--- src/rtl/mux_scan_pkg.sv ---
// Shared definitions for the round-robin scan multiplexer.
//   CH_W        width of a channel code
//   NUM_CH_MAX  number of physical channel inputs
//   state_t     scan FSM states
//   lowest_set  lowest set bit of a channel-enable vector (0 if none set)
package mux_scan_pkg;

  localparam int CH_W       = 3;
  localparam int NUM_CH_MAX = 8;

  typedef enum logic {
    IDLE = 1'b0,
    SCAN = 1'b1
  } state_t;

  function automatic logic [CH_W-1:0] lowest_set(input logic [NUM_CH_MAX-1:0] em);
    logic [CH_W-1:0] r;
    r = '0;
    // Walk downward so the last hit is the lowest index.
    for (int i = NUM_CH_MAX - 1; i >= 0; i--) begin
      if (em[i]) r = CH_W'(i);
    end
    return r;
  endfunction

endpackage

--- src/rtl/rr_next_ch.sv ---
// Combinational round-robin successor search.
// Ports:
//   cur       current channel (always < NUM_CH in normal operation)
//   em        effective channel-enable vector
//   nxt       next enabled channel searching upward from cur+1 modulo NUM_CH
//             (cur itself is the last candidate, so a lone channel selects itself)
//   wrap      successor is at or below cur, i.e. a new scan pass begins
//   none_set  em is all zero; nxt then holds cur
module rr_next_ch
  import mux_scan_pkg::*;
#(
  parameter int NUM_CH = 6
) (
  input  logic [CH_W-1:0]       cur,
  input  logic [NUM_CH_MAX-1:0] em,
  output logic [CH_W-1:0]       nxt,
  output logic                  wrap,
  output logic                  none_set
);

  localparam int CW1 = CH_W + 1;

  logic [CW1-1:0] cand;
  logic           found;

  always_comb begin
    nxt   = cur;
    found = 1'b0;
    cand  = '0;
    for (int i = 1; i <= NUM_CH; i++) begin
      cand = {1'b0, cur} + CW1'(i);
      if (cand >= CW1'(NUM_CH)) cand = cand - CW1'(NUM_CH);
      if (!found && em[cand[CH_W-1:0]]) begin
        nxt   = cand[CH_W-1:0];
        found = 1'b1;
      end
    end
    none_set = ~|em;
    wrap     = found && (nxt <= cur);
  end

endmodule

--- src/rtl/mux_8_1_scan.sv ---
// Registered 8-to-1 time-division multiplexer with round-robin scan.
// Dwells DWELL clocks on each enabled channel and registers the selected
// input onto y, with valid and frame_start strobes one cycle behind sel.
// Ports:
//   clk          system clock, rising edge
//   rst          synchronous active-high reset
//   en           scan enable
//   mask[7:0]    per-channel enable; bits >= NUM_CH ignored
//   x0..x7       channel inputs
//   sel[2:0]     channel currently sampled (registered)
//   y            registered sample of the selected channel
//   valid        y holds a sample from an active scan
//   frame_start  pulse with the first valid sample of each scan pass
//   busy         FSM is in SCAN
//
// state | meaning
// IDLE  | not scanning; sel holds its last value
// SCAN  | dwelling on sel, advancing every DWELL clocks
module mux_8_1_scan
  import mux_scan_pkg::*;
#(
  parameter int NUM_CH  = 6,
  parameter int DWELL   = 4,
  parameter int DWELL_W = 8
) (
  input  logic            clk,
  input  logic            rst,
  input  logic            en,
  input  logic [7:0]      mask,
  input  logic            x0,
  input  logic            x1,
  input  logic            x2,
  input  logic            x3,
  input  logic            x4,
  input  logic            x5,
  input  logic            x6,
  input  logic            x7,
  output logic [CH_W-1:0] sel,
  output logic            y,
  output logic            valid,
  output logic            frame_start,
  output logic            busy
);

  localparam logic [NUM_CH_MAX-1:0] EM_MASK    = NUM_CH_MAX'((1 << NUM_CH) - 1);
  localparam logic [DWELL_W-1:0]    DWELL_LAST = DWELL_W'(DWELL - 1);

  state_t                state, state_nxt;
  logic [CH_W-1:0]       sel_nxt;
  logic [CH_W-1:0]       rr_ch;
  logic [DWELL_W-1:0]    cnt, cnt_nxt;
  logic                  wrap_f, wrap_nxt;
  logic                  rr_wrap, rr_none;
  logic [NUM_CH_MAX-1:0] em;
  logic [NUM_CH_MAX-1:0] xv;
  logic                  at_last;

  assign em      = mask & EM_MASK;
  assign xv      = {x7, x6, x5, x4, x3, x2, x1, x0};
  assign at_last = (cnt == DWELL_LAST);
  assign busy    = (state == SCAN);

  rr_next_ch #(.NUM_CH(NUM_CH)) u_rr (
    .cur      (sel),
    .em       (em),
    .nxt      (rr_ch),
    .wrap     (rr_wrap),
    .none_set (rr_none)
  );

  always_comb begin
    state_nxt = state;
    sel_nxt   = sel;
    cnt_nxt   = cnt;
    wrap_nxt  = wrap_f;
    case (state)
      IDLE: begin
        if (en && !rr_none) begin
          state_nxt = SCAN;
          sel_nxt   = lowest_set(em);
          cnt_nxt   = '0;
          wrap_nxt  = 1'b1;
        end
      end
      SCAN: begin
        if (!en) begin
          state_nxt = IDLE;
          cnt_nxt   = '0;
        end else begin
          // The pass marker is consumed by the first sample of a dwell;
          // an advance on the same edge reloads it.
          if (cnt == '0) wrap_nxt = 1'b0;
          if (at_last) begin
            cnt_nxt = '0;
            if (rr_none) begin
              state_nxt = IDLE;
            end else begin
              sel_nxt  = rr_ch;
              wrap_nxt = rr_wrap;
            end
          end else begin
            cnt_nxt = cnt + DWELL_W'(1);
          end
        end
      end
      default: state_nxt = IDLE;
    endcase
  end

  always_ff @(posedge clk) begin
    if (rst) begin
      state  <= IDLE;
      sel    <= '0;
      cnt    <= '0;
      wrap_f <= 1'b0;
    end else begin
      state  <= state_nxt;
      sel    <= sel_nxt;
      cnt    <= cnt_nxt;
      wrap_f <= wrap_nxt;
    end
  end

  // Output stage lags sel by one clock.
  always_ff @(posedge clk) begin
    if (rst) begin
      y           <= 1'b0;
      valid       <= 1'b0;
      frame_start <= 1'b0;
    end else begin
      y           <= (int'(sel) < NUM_CH) ? xv[sel] : 1'b0;
      valid       <= (state == SCAN);
      frame_start <= (state == SCAN) && (cnt == '0) && wrap_f;
    end
  end

endmodule

--- config.mk ---
export PLATFORM = sky130hd
export DESIGN_NAME = mux_8_1_scan
export DESIGN_NICKNAME = d
export VERILOG_FILES = /design/src/rtl/mux_scan_pkg.sv /design/src/rtl/rr_next_ch.sv /design/src/rtl/mux_8_1_scan.sv
export SDC_FILE = /design/constraint.sdc
export NUM_CORES = 1
export LEC_CHECK = 0
export BUFFER_PORTS_ARGS = -buffer_cell sky130_fd_sc_hd__buf_2
export CORE_AREA = 3 3 84 70
export DETAILED_ROUTE_END_ITERATION = 12
export DIE_AREA = 0 0 87 73
export MAX_ROUTING_LAYER = met4
export PLACE_DENSITY = 0.57
export RECOVER_POWER = 50
export SYNTH_ARGS = -nofsm -noshare
export SYNTH_HDL_FRONTEND = slang
export SYNTH_HIERARCHICAL = 1
export SYNTH_SLANG_ARGS = --single-unit
--- constraint.sdc ---
create_clock -name clk -period 3.61 [get_ports clk]
set_input_delay 0.1805 -clock clk [delete_from_list [all_inputs] [get_ports clk]]
set_output_delay 0.1805 -clock clk [all_outputs]
set_load 0.005 [all_outputs]
-- Word-level counts from Yosys, hierarchy flattened
Index checks and enable logic that the tools add are counted.
- add/sub/neg operators: 13
- multipliers: 0
- divide/modulo/power cells: 0
- order comparisons: 15
- eq/ne operators: 5
- shifts and indexed selects: 0
- multiplexer cells: 58
- bitwise gates (word level): 2
- reductions and logical operators: 19
- operator list (kind ; number):
    2-to-1 mux 3 bit ; 22
    less-than comparator 3 x 4 -> 1 bit (second input constant) ; 7
    greater-or-equal comparator 4 x 3 -> 1 bit (second input constant) ; 6
    2-to-1 mux 8 bit ; 3
    2-to-1 mux 1 bit ; 22
    binary-select mux 1 bit (select 3 bit) ; 7
    subtractor 3 bit (second input constant) ; 6
    one-hot mux 8 bit (2 select lines) ; 1
    adder 3 x 3 -> 4 bit (second input constant) ; 3
    logical AND 1 bit ; 9
    adder 3 x 2 -> 4 bit (second input constant) ; 2
    adder 8 x 1 -> 8 bit (second input constant) ; 1
    equality test 8 x 2 -> 1 bit (second input constant) ; 1
    zero test 8 bit ; 1
    one-hot mux 3 bit (2 select lines) ; 1
    OR reduction 6 bit ; 1
    zero test 1 bit ; 5
    adder 3 x 1 -> 4 bit (second input constant) ; 1
    != test 2 x 1 -> 1 bit (second input constant) ; 2
    != test 2 bit (second input constant) ; 2
    one-hot mux 1 bit (2 select lines) ; 2
    AND reduction 4 bit ; 1
    <= comparator 3 bit ; 1
    less-than comparator 3 bit (second input constant) ; 1
    3 further kinds ; 4
- register bits: 16
- bits in latches: 0
- memory bits (writable): 0
- memory bits (read-only): 0
- output and inout port bits: 7
- word-level logic and storage cells: 119
- memories: 0

-- Longest topological paths before layout
Gate-level depths: netlist of run 1.
- word-level depth: 27
- depth in mapped cells: 19
- mapped depth without buffers: 17

-- Modules after synthesis
Netlist of run 1, hierarchy kept.
- modules (own cells, without submodules) (module ; instances ; cells each ; area an instance (um^2)):
    rr_next_ch ; 1 ; 137 ; 1107.3
    mux_8_1_scan ; 1 ; 106 ; 924.6

-- Worst setup path before layout of run 1
OpenSTA, ideal clock, no wires.
- kind: reg2reg
- from: register sel[0]
- to: register wrap_f
- arrival time: 3.837 ns
- setup slack: -0.317 ns
- stages on the path, launching flop included: 18
- buffers on the path: 3
- cell sequence: dfxtp_1 -> buf_4 -> inv_1 -> ha_1 -> clkbuf_1 -> buf_2 -> xor2_1 -> mux2i_4 -> nand3_4 -> or3_1 -> a31oi_1 -> ha_1 -> a21o_1 -> a21oi_1 -> a31oi_1 -> a21oi_1 -> nand4_1 -> a311oi_1
- cells in the longest elaborated chain, start to end: 27
- elaborated cells on any way between the ends: 64
- those cells by class: add/sub: 12; order compare: 7; mux: 34; reduce/logical: 11
- ends and longest elaborated chain (item ; RTL line ; text):
    start: declaration ; mux_8_1_scan.sv:38 ; output logic [CH_W-1:0] sel,
    start signal: assignment ; mux_8_1_scan.sv:118 ; sel <= sel_nxt;
    adder 3 x 1 -> 4 bit ; rr_next_ch.sv:31 ; cand = {1'b0, cur} + CW1'(i);
    greater-or-equal comparator 4 x 3 -> 1 bit / subtractor 3 bit (equally long branches) ; rr_next_ch.sv:32 ; if (cand >= CW1'(NUM_CH)) cand = cand - CW1'(NUM_CH);
    2-to-1 mux 3 bit ; rr_next_ch.sv:32 ;
    binary-select mux 1 bit (select 3 bit) ; rr_next_ch.sv:33 ; if (!found && em[cand[CH_W-1:0]]) begin
    2-to-1 mux 1 bit (implied by the code) ; rr_next_ch.sv:33 ;
    2-to-1 mux 1 bit ; rr_next_ch.sv:33 ;
    zero test 1 bit ; rr_next_ch.sv:33 ;
    logical AND 1 bit ; rr_next_ch.sv:33 ;
    [... 13 more ...] ; - ;
    via rr_ch[1] ; mux_8_1_scan.sv:50 ; logic [CH_W-1:0] rr_ch;
    <= comparator 3 bit (*) ; rr_next_ch.sv:39 ; wrap = found && (nxt <= cur);
    logical AND 1 bit (*) ; rr_next_ch.sv:39 ;
    via rr_wrap ; mux_8_1_scan.sv:53 ; logic rr_wrap, rr_none;
    2-to-1 mux 1 bit (*) ; mux_8_1_scan.sv:95 ; if (rr_none) begin
    2-to-1 mux 1 bit (*) ; mux_8_1_scan.sv:93 ; if (at_last) begin
    2-to-1 mux 1 bit (*) ; mux_8_1_scan.sv:86 ; if (!en) begin
    one-hot mux 1 bit (2 select lines) (*) ; mux_8_1_scan.sv:76 ; case (state)
    end signal: assignment ; mux_8_1_scan.sv:120 ; wrap_f <= wrap_nxt;
    end: declaration ; mux_8_1_scan.sv:52 ; logic wrap_f, wrap_nxt;
Mark *: on every way through the listed nets, which the timed path passes. The rest lies on a longest branch. The select of a mux whose other input is x is not followed.
A chain may end at the register's enable or synchronous reset.

-- Final worst setup path of run 1
Ends and elaborated chain as after synthesis.

==> flow_summary.json, run 1 <==
{
  "status": "complete, no violations",
  "max_freq_ghz": 0.279,
  "rows": 23,
  "via_per_inst": 5.39,
  "wl_um": 6010,
  "path_max_fanout": 6,
  "worstPathRequired_ns": 3.77,
  "grt_max_degree": 18,
  "die_area_um2": 6350,
  "cpMostUsedCell": "a21oi_1",
  "cts_buffer_depth": 2,
  "synth_edf_count": 0,
  "gp_congestion": 0.861,
  "synth_ff_type": "dfxtp_1",
  "die_y_um": 73,
  "insertion_delay_ns": 0.25,
  "synth_area_per_cell_um2": 8.36,
  "synth-seq-cells": 16,
  "setup_viol": 0,
  "io_buffers": 21,
  "dp_cells": 368,
  "fillCellCount": 416,
  "cts.sinks": 16,
  "cp.arrival_ns": 3.75,
  "maxSlewHeadroom": 0.512,
  "rsz0062_at_grt": "yes",
  "dp.final_hpwl_um": 4410,
  "drc_errors": 0,
  "antenna_left": 0,
  "grt_usage": 0.187,
  "worst_path_max_delay_cell": "or3_4",
  "synth_top_area_cell": "dfxtp_1",
  "skew_ns": 0.000926,
  "grt_overflow": 0,
  "io_pins": 26,
  "vias": 2086,
  "antenna_cells": 0,
  "synth_cells": 243,
  "critPathKind": "reg2reg",
  "crit_chain": "buf_4 > mux2i_2 > mux2i_4 > o32ai_4 > o31a_1 > nand3_4 > or3_4 > a31oi_4 > ha_4 > a21o_1 > a21oi_1 > a31oi_1 > a21oi_1 > nand4_1 > a311oi_1",
  "ys_seq_area_frac": 0.158,
  "post-route-period-util": 0.994,
  "core-area_um2": 5040,
  "fin_tns_setup_ns": 0,
  "layout.cells.non_filler": 387,
  "period_needed_ns": 3.59,
  "async_reset_ff_frac": 0,
  "cp-end-kind": "register",
  "root_buffer": "clkbuf_8",
  "antenna_found_initial": 0,
  "finalHoldViolations": 0,
  "dpl_cell_area_um2": 2510,
  "drtPass1Iterations": 4,
  "total_power_w": 0.00102,
  "cpLargestDelayFamily": "compound AO/OA/AOI/OAI gates",
  "cp-start-kind": "register",
  "grt_pass1_vias": 1859,
  "final_area_um2": 3010,
  "slew_violations": 0,
  "htree_levels": 1,
  "initial_core_util": 0.403,
  "areaGrowthSynthToFinish_pct": 48.1,
  "wire_per_inst_um": 15.5,
  "layout-drive-gt1-share": 0.462,
  "synthesis.area_um2": 2030,
  "ys_warn_count": 6,
  "dieWidth_um": 87,
  "drv_cap": 0,
  "synth_cell_types": 65,
  "synth_top_area_share": 0.158,
  "ys_top_cells_by_area": "dfxtp_1 (16%), ha_1 (8.6%), mux2i_1 (7.4%)",
  "hold_class": "in2reg",
  "p_per_area_nw_per_um2": 339,
  "cts_hold_buf": 0,
  "numCtsBuffers": 3,
  "p_leak_nw": 1.22,
  "num-nets-final": 359,
  "grt_pass1_wl_um": 9210,
  "dr.first_iter.drc_count": 115,
  "clk_pin_slew_worst_paths_ns": 0.06,
  "cts_tree": "built",
  "max-vdd-ir-drop_mv": 0.134,
  "path_buf_inv": 1,
  "worst_pin_slew_ns": 0.725,
  "critPathMaxStageDelay_ns": 0.42
}
==> worst register-to-register path, cell delays in order (launching register included) <==
cell      delay, ns
dfxtp_4        0.39
buf_4          0.19
mux2i_2        0.37
mux2i_4        0.13
o32ai_4        0.31
o31a_1         0.26
nand3_4        0.10
or3_4          0.42
a31oi_4        0.25
ha_4           0.24
a21o_1         0.15
a21oi_1        0.11
a31oi_1        0.05
a21oi_1        0.13
nand4_1        0.10
a311oi_1       0.30
==> cells in the final DEF (no fill, tap or decap), drive strengths merged, types with 5 or more instances in the layout <==
cell type and instances:
buf 83, o21ai 8, a31oi 5, or3 5, nor2b 5, mux2i 17
o211ai 6, ha 14, nand2b 5, a21oi 15, xor2 9, conb 6
nor2 23, inv 11, nand2 18, dfxtp 16, xnor2 6
==> cell usage after synthesis (all sizes together) (4+ instances only) <==
master,count
nand2b,5
mux4,4
nand2,18
dfxtp,16
nand3,4
a21oi,15
or4,4
buf,6
clkbuf,4
a31oi,5
mux2i,17
nor2b,5
xor2,9
xnor2,6
nor2,23
nor4,4
inv,11
ha,14
or3,5
o211ai,6
o21ai,8
==> final timing paths <==
| path | startpoint | endpoint | slack [ns] | cells past startpoint |
|---|---|---|---|---|
| max reg2reg | sel[0] | wrap_f | 0.02 | 15 |
| min | rst | cnt[1] | 0.26 | 2 |
| min reg2reg | wrap_f | frame_start | 0.47 | 2 |
| max | sel[0] | wrap_f | 0.02 | 15 |
==> power breakdown <==
group	internal (W)	switching, W	total [W]
Combinational	0.000353	0.000316	0.000669
Sequential	0.000184	0.0000102	0.000194
Clock	0.0000967	0.0000607	0.000157
==> per-layer routing <==
| metal | vias up | GRT usage | share of wire |
|---|---|---|---|
| met5 | - | - | 0 |
| met4 | 0 | 0.0156 | 0.0077 |
| met3 | 4 | 0.0237 | 0.046 |
| met2 | 51 | 0.243 | 0.41 |
| met1 | 965 | 0.309 | 0.53 |
| li1 | 1066 | - | - |
==> cells by family (layout without fill, tap and decap cells) <==
| group | after synthesis | after routing | synth area share |
|---|---|---|---|
| flops | 16 | 16 | 0.158 |
| fa+ha+maj | 14 | 14 | 0.0862 |
| simple gates | 92 | 92 | 0.252 |
| mux | 24 | 24 | 0.155 |
| other cells | 1 | 6 | 0.00185 |
| xor+xnor | 15 | 15 | 0.0739 |
| buf+inv | 21 | 98 | 0.0640 |
| compound gates | 60 | 60 | 0.209 |
==> sequential cells by signal, summed over array words and instances (netlist names) <==
register	flops
wrap_f	1
cnt	8
sel	3
y	1
valid	1
frame_start	1
busy	1
==> final cells by class <==
cell class	instances	area (um2)	share of cell area
tap	62	77.6	0.0258
timing repair buffer	83	606	0.201
inverter	11	46.3	0.0154
clock buffer	4	55.1	0.0183
multi-input combinational	211	1900	0.630
sequential	16	329	0.109
==> timing repair <==
item,in CTS,in global routing
resized for setup,11,50
pin swaps,3,14
endpoints found under the setup margin,1,1
buffers inserted,0,15
==> per-stage QoR <==
stage	hold slack, ns	setup WS [ns]	utilization
6_report	0.255	0.0208	0.598
5_1_grt	0.271	-0.164	0.598
4_1_cts	0.250	0.0103	0.520
3_5_place_dp	0.446	-0.0661	0.498
3_3_place_gp	0.449	-0.0303	0.498
2_1_floorplan	0.360	0.00944	-
Note: power is estimated with default switching activity, not from simulation.
==> run 2: changes to the inputs <==
--- a/config.mk
+++ b/config.mk
@@ -5,12 +5,12 @@
 export SDC_FILE = /design/constraint.sdc
 export NUM_CORES = 1
 export LEC_CHECK = 0
-export BUFFER_PORTS_ARGS = -buffer_cell sky130_fd_sc_hd__buf_2
-export CORE_AREA = 3 3 84 70
+export CORE_AREA = 3 3 71 59
 export DETAILED_ROUTE_END_ITERATION = 12
-export DIE_AREA = 0 0 87 73
+export DIE_AREA = 0 0 74 62
+export DONT_BUFFER_PORTS = 1
 export MAX_ROUTING_LAYER = met4
-export PLACE_DENSITY = 0.57
+export PLACE_DENSITY = 0.72
 export RECOVER_POWER = 50
 export SYNTH_ARGS = -nofsm -noshare
 export SYNTH_HDL_FRONTEND = slang
==> flow_summary.json, run 2 (synthesis gave the netlist of run 1 again) <==
{
  "status": "complete, but fails checks",
  "violations": "setup timing",
  "final_area_um2": 2740,
  "antenna_left": 0,
  "worstPathRequired_ns": 3.77,
  "top_register": "cnt",
  "dr.first_iter.drc_count": 139,
  "cp-start-kind": "register",
  "largest_reg_flops": 8,
  "fin_util": 0.783,
  "insertion_delay_ns": 0.25,
  "crit_chain": "inv_6 > buf_4 > ha_1 > a21oi_2 > buf_4 > nand2_1 > a21oi_2 > buf_4 > o31a_1 > nand3_4 > or3_4 > a31oi_4 > ha_4 > a21o_1 > a21oi_2 > a31oi_1 > a21oi_1 > nand4_1 > a311oi_2",
  "switching_share": 0.399,
  "mostFrequentLayoutCell": "buf_4",
  "antenna_cells": 0,
  "io_buffers": 0,
  "drv_cap": 0,
  "hold_class": "in2reg",
  "gp_congestion": 1.11,
  "busiest_layer": "met2",
  "grt_pass1_wl_um": 9670,
  "dpl_cell_area_um2": 2300,
  "cts.sinks": 16,
  "total_power_w": 0.000988,
  "cts_buffer_depth": 2,
  "critPathKind": "reg2reg",
  "dp.final_hpwl_um": 4110,
  "die_y_um": 62,
  "drc_errors": 0,
  "seqPwrFrac": 0.197,
  "die_area_um2": 4590,
  "cpLargestDelayFamily": "compound AO/OA/AOI/OAI gates",
  "initial_core_util": 0.581,
  "internal_power_w": 0.000594,
  "wl_um": 6370,
  "numCtsBuffers": 3,
  "dieWidth_um": 74,
  "dp_slack_ns": -0.210,
  "cts_tree": "built",
  "max-vdd-ir-drop_mv": 0.256,
  "antenna_found_initial": 0,
  "drtPass1Iterations": 6,
  "vias": 2171,
  "hold_slack_ns": 0.0290,
  "reg2reg_depth": 19,
  "grt_max_degree": 18,
  "cp.depth": 19,
  "period_needed_ns": 3.82,
  "path_buf_inv": 4,
  "max_freq_ghz": 0.262,
  "cp-end-kind": "register",
  "finalHoldViolations": 0,
  "slew_violations": 0,
  "setup_viol": 1,
  "p_per_area_nw_per_um2": 361,
  "rsz0062_at_grt": "yes",
  "grt_overflow": 0,
  "use_met1": 0.394,
  "rows": 19,
  "p_sw_w": 0.000394,
  "layout_common_cells": "buf_4 (42), nor2_1 (23), nand2_1 (17)",
  "worst_path_max_delay_cell": "or3_4",
  "post-route-period-util": 1.06,
  "fin_ws_ns": -0.209,
  "maxSlewHeadroom": 0.492,
  "via_per_inst": 6.52,
  "num-nets-final": 325,
  "io_pins": 26,
  "clockPowerShare": 0.160,
  "clk_pin_slew_worst_paths_ns": 0.06,
  "top_regs": "cnt x8, sel x3",
  "p_leak_nw": 1.06,
  "core-area_um2": 3490,
  "grt_usage": 0.291,
  "areaGrowthSynthToFinish_pct": 34.7,
  "wire_per_inst_um": 19.1,
  "grt.met2_usage": 0.456,
  "rrSetupSlack_ns": -0.21,
  "critPathMaxStageDelay_ns": 0.42,
  "hold_depth": 1,
  "cp.arrival_ns": 3.98,
  "path_max_fanout": 6,
  "grtUsageMet3": 0.0691,
  "share_comb_of_total_power": 0.643,
  "root_buffer": "clkbuf_8",
  "skew_ns": 0.000476,
  "htree_levels": 1,
  "layout-drive-gt1-share": 0.371,
  "worst_pin_slew_ns": 0.756,
  "grt_pass1_vias": 1926
}
[run 2: cell count changes in the layout (fill, tap and decap cells not counted), sizes merged]
cell,before,now
dlygate4sd3,0,2
buf,83,47
[run 2: final timing paths]
path           from          end
max          sel[1]       wrap_f
min             rst       sel[1]
max reg2reg  sel[1]       wrap_f
min reg2reg  wrap_f  frame_start
[run 2: area by class of cell]
| class | instances | area [um2] |
|---|---|---|
| Clock buffer | 4 | 55.1 |
| Multi-Input combinational cell | 211 | 1860 |
| Inverter | 11 | 46.3 |
| Sequential cell | 16 | 329 |
| Timing Repair Buffer | 49 | 395 |
| Fill cell | 213 | 757 |
| Tap cell | 42 | 52.6 |
[run 2: power groups by stage]
stage | clock network [W] | logic [W] | registers [W]
detailed placement | 0 | 0.000448 | 0.000196
global route | 0.000166 | 0.000670 | 0.000196
finish | 0.000158 | 0.000636 | 0.000194
global placement | 0 | 0.000438 | 0.000196
floorplan | 0 | 0.000309 | 0.000197
CTS | 0.000160 | 0.000545 | 0.000194
[run 2: metal layers]
metal	share of wire	vias up
li1	-	999
met5	0	-
met3	0.10	23
met1	0.44	1019
met2	0.43	130
met4	0.025	0
[run 2: what timing repair did]
action,CTS,global route
hold buffers,2,0
buffers inserted,9,2
setup endpoints to repair,1,1
endpoints found under the hold margin,6,0
gates resized for setup,39,15
pin swaps,11,14
[run 2: metrics by stage]
stage          std cells  TNS [ns]
3_3_place_gp         316   -0.0427
2_1_floorplan        248         0
4_1_cts              331         0
3_5_place_dp         316    -0.210
6_report             333    -0.209
5_1_grt              333    -0.336
[run 2: worst register-to-register path, delay by kind of cell (launching register included)]
kind / cells / cell delay, ns
adders and majority gates: 2 / 0.47
DFF: 1 / 0.39
and+or+nand+nor: 4 / 0.72
AOI/OAI and AO/OA: 9 / 1.67
buffers and inverters: 4 / 0.48
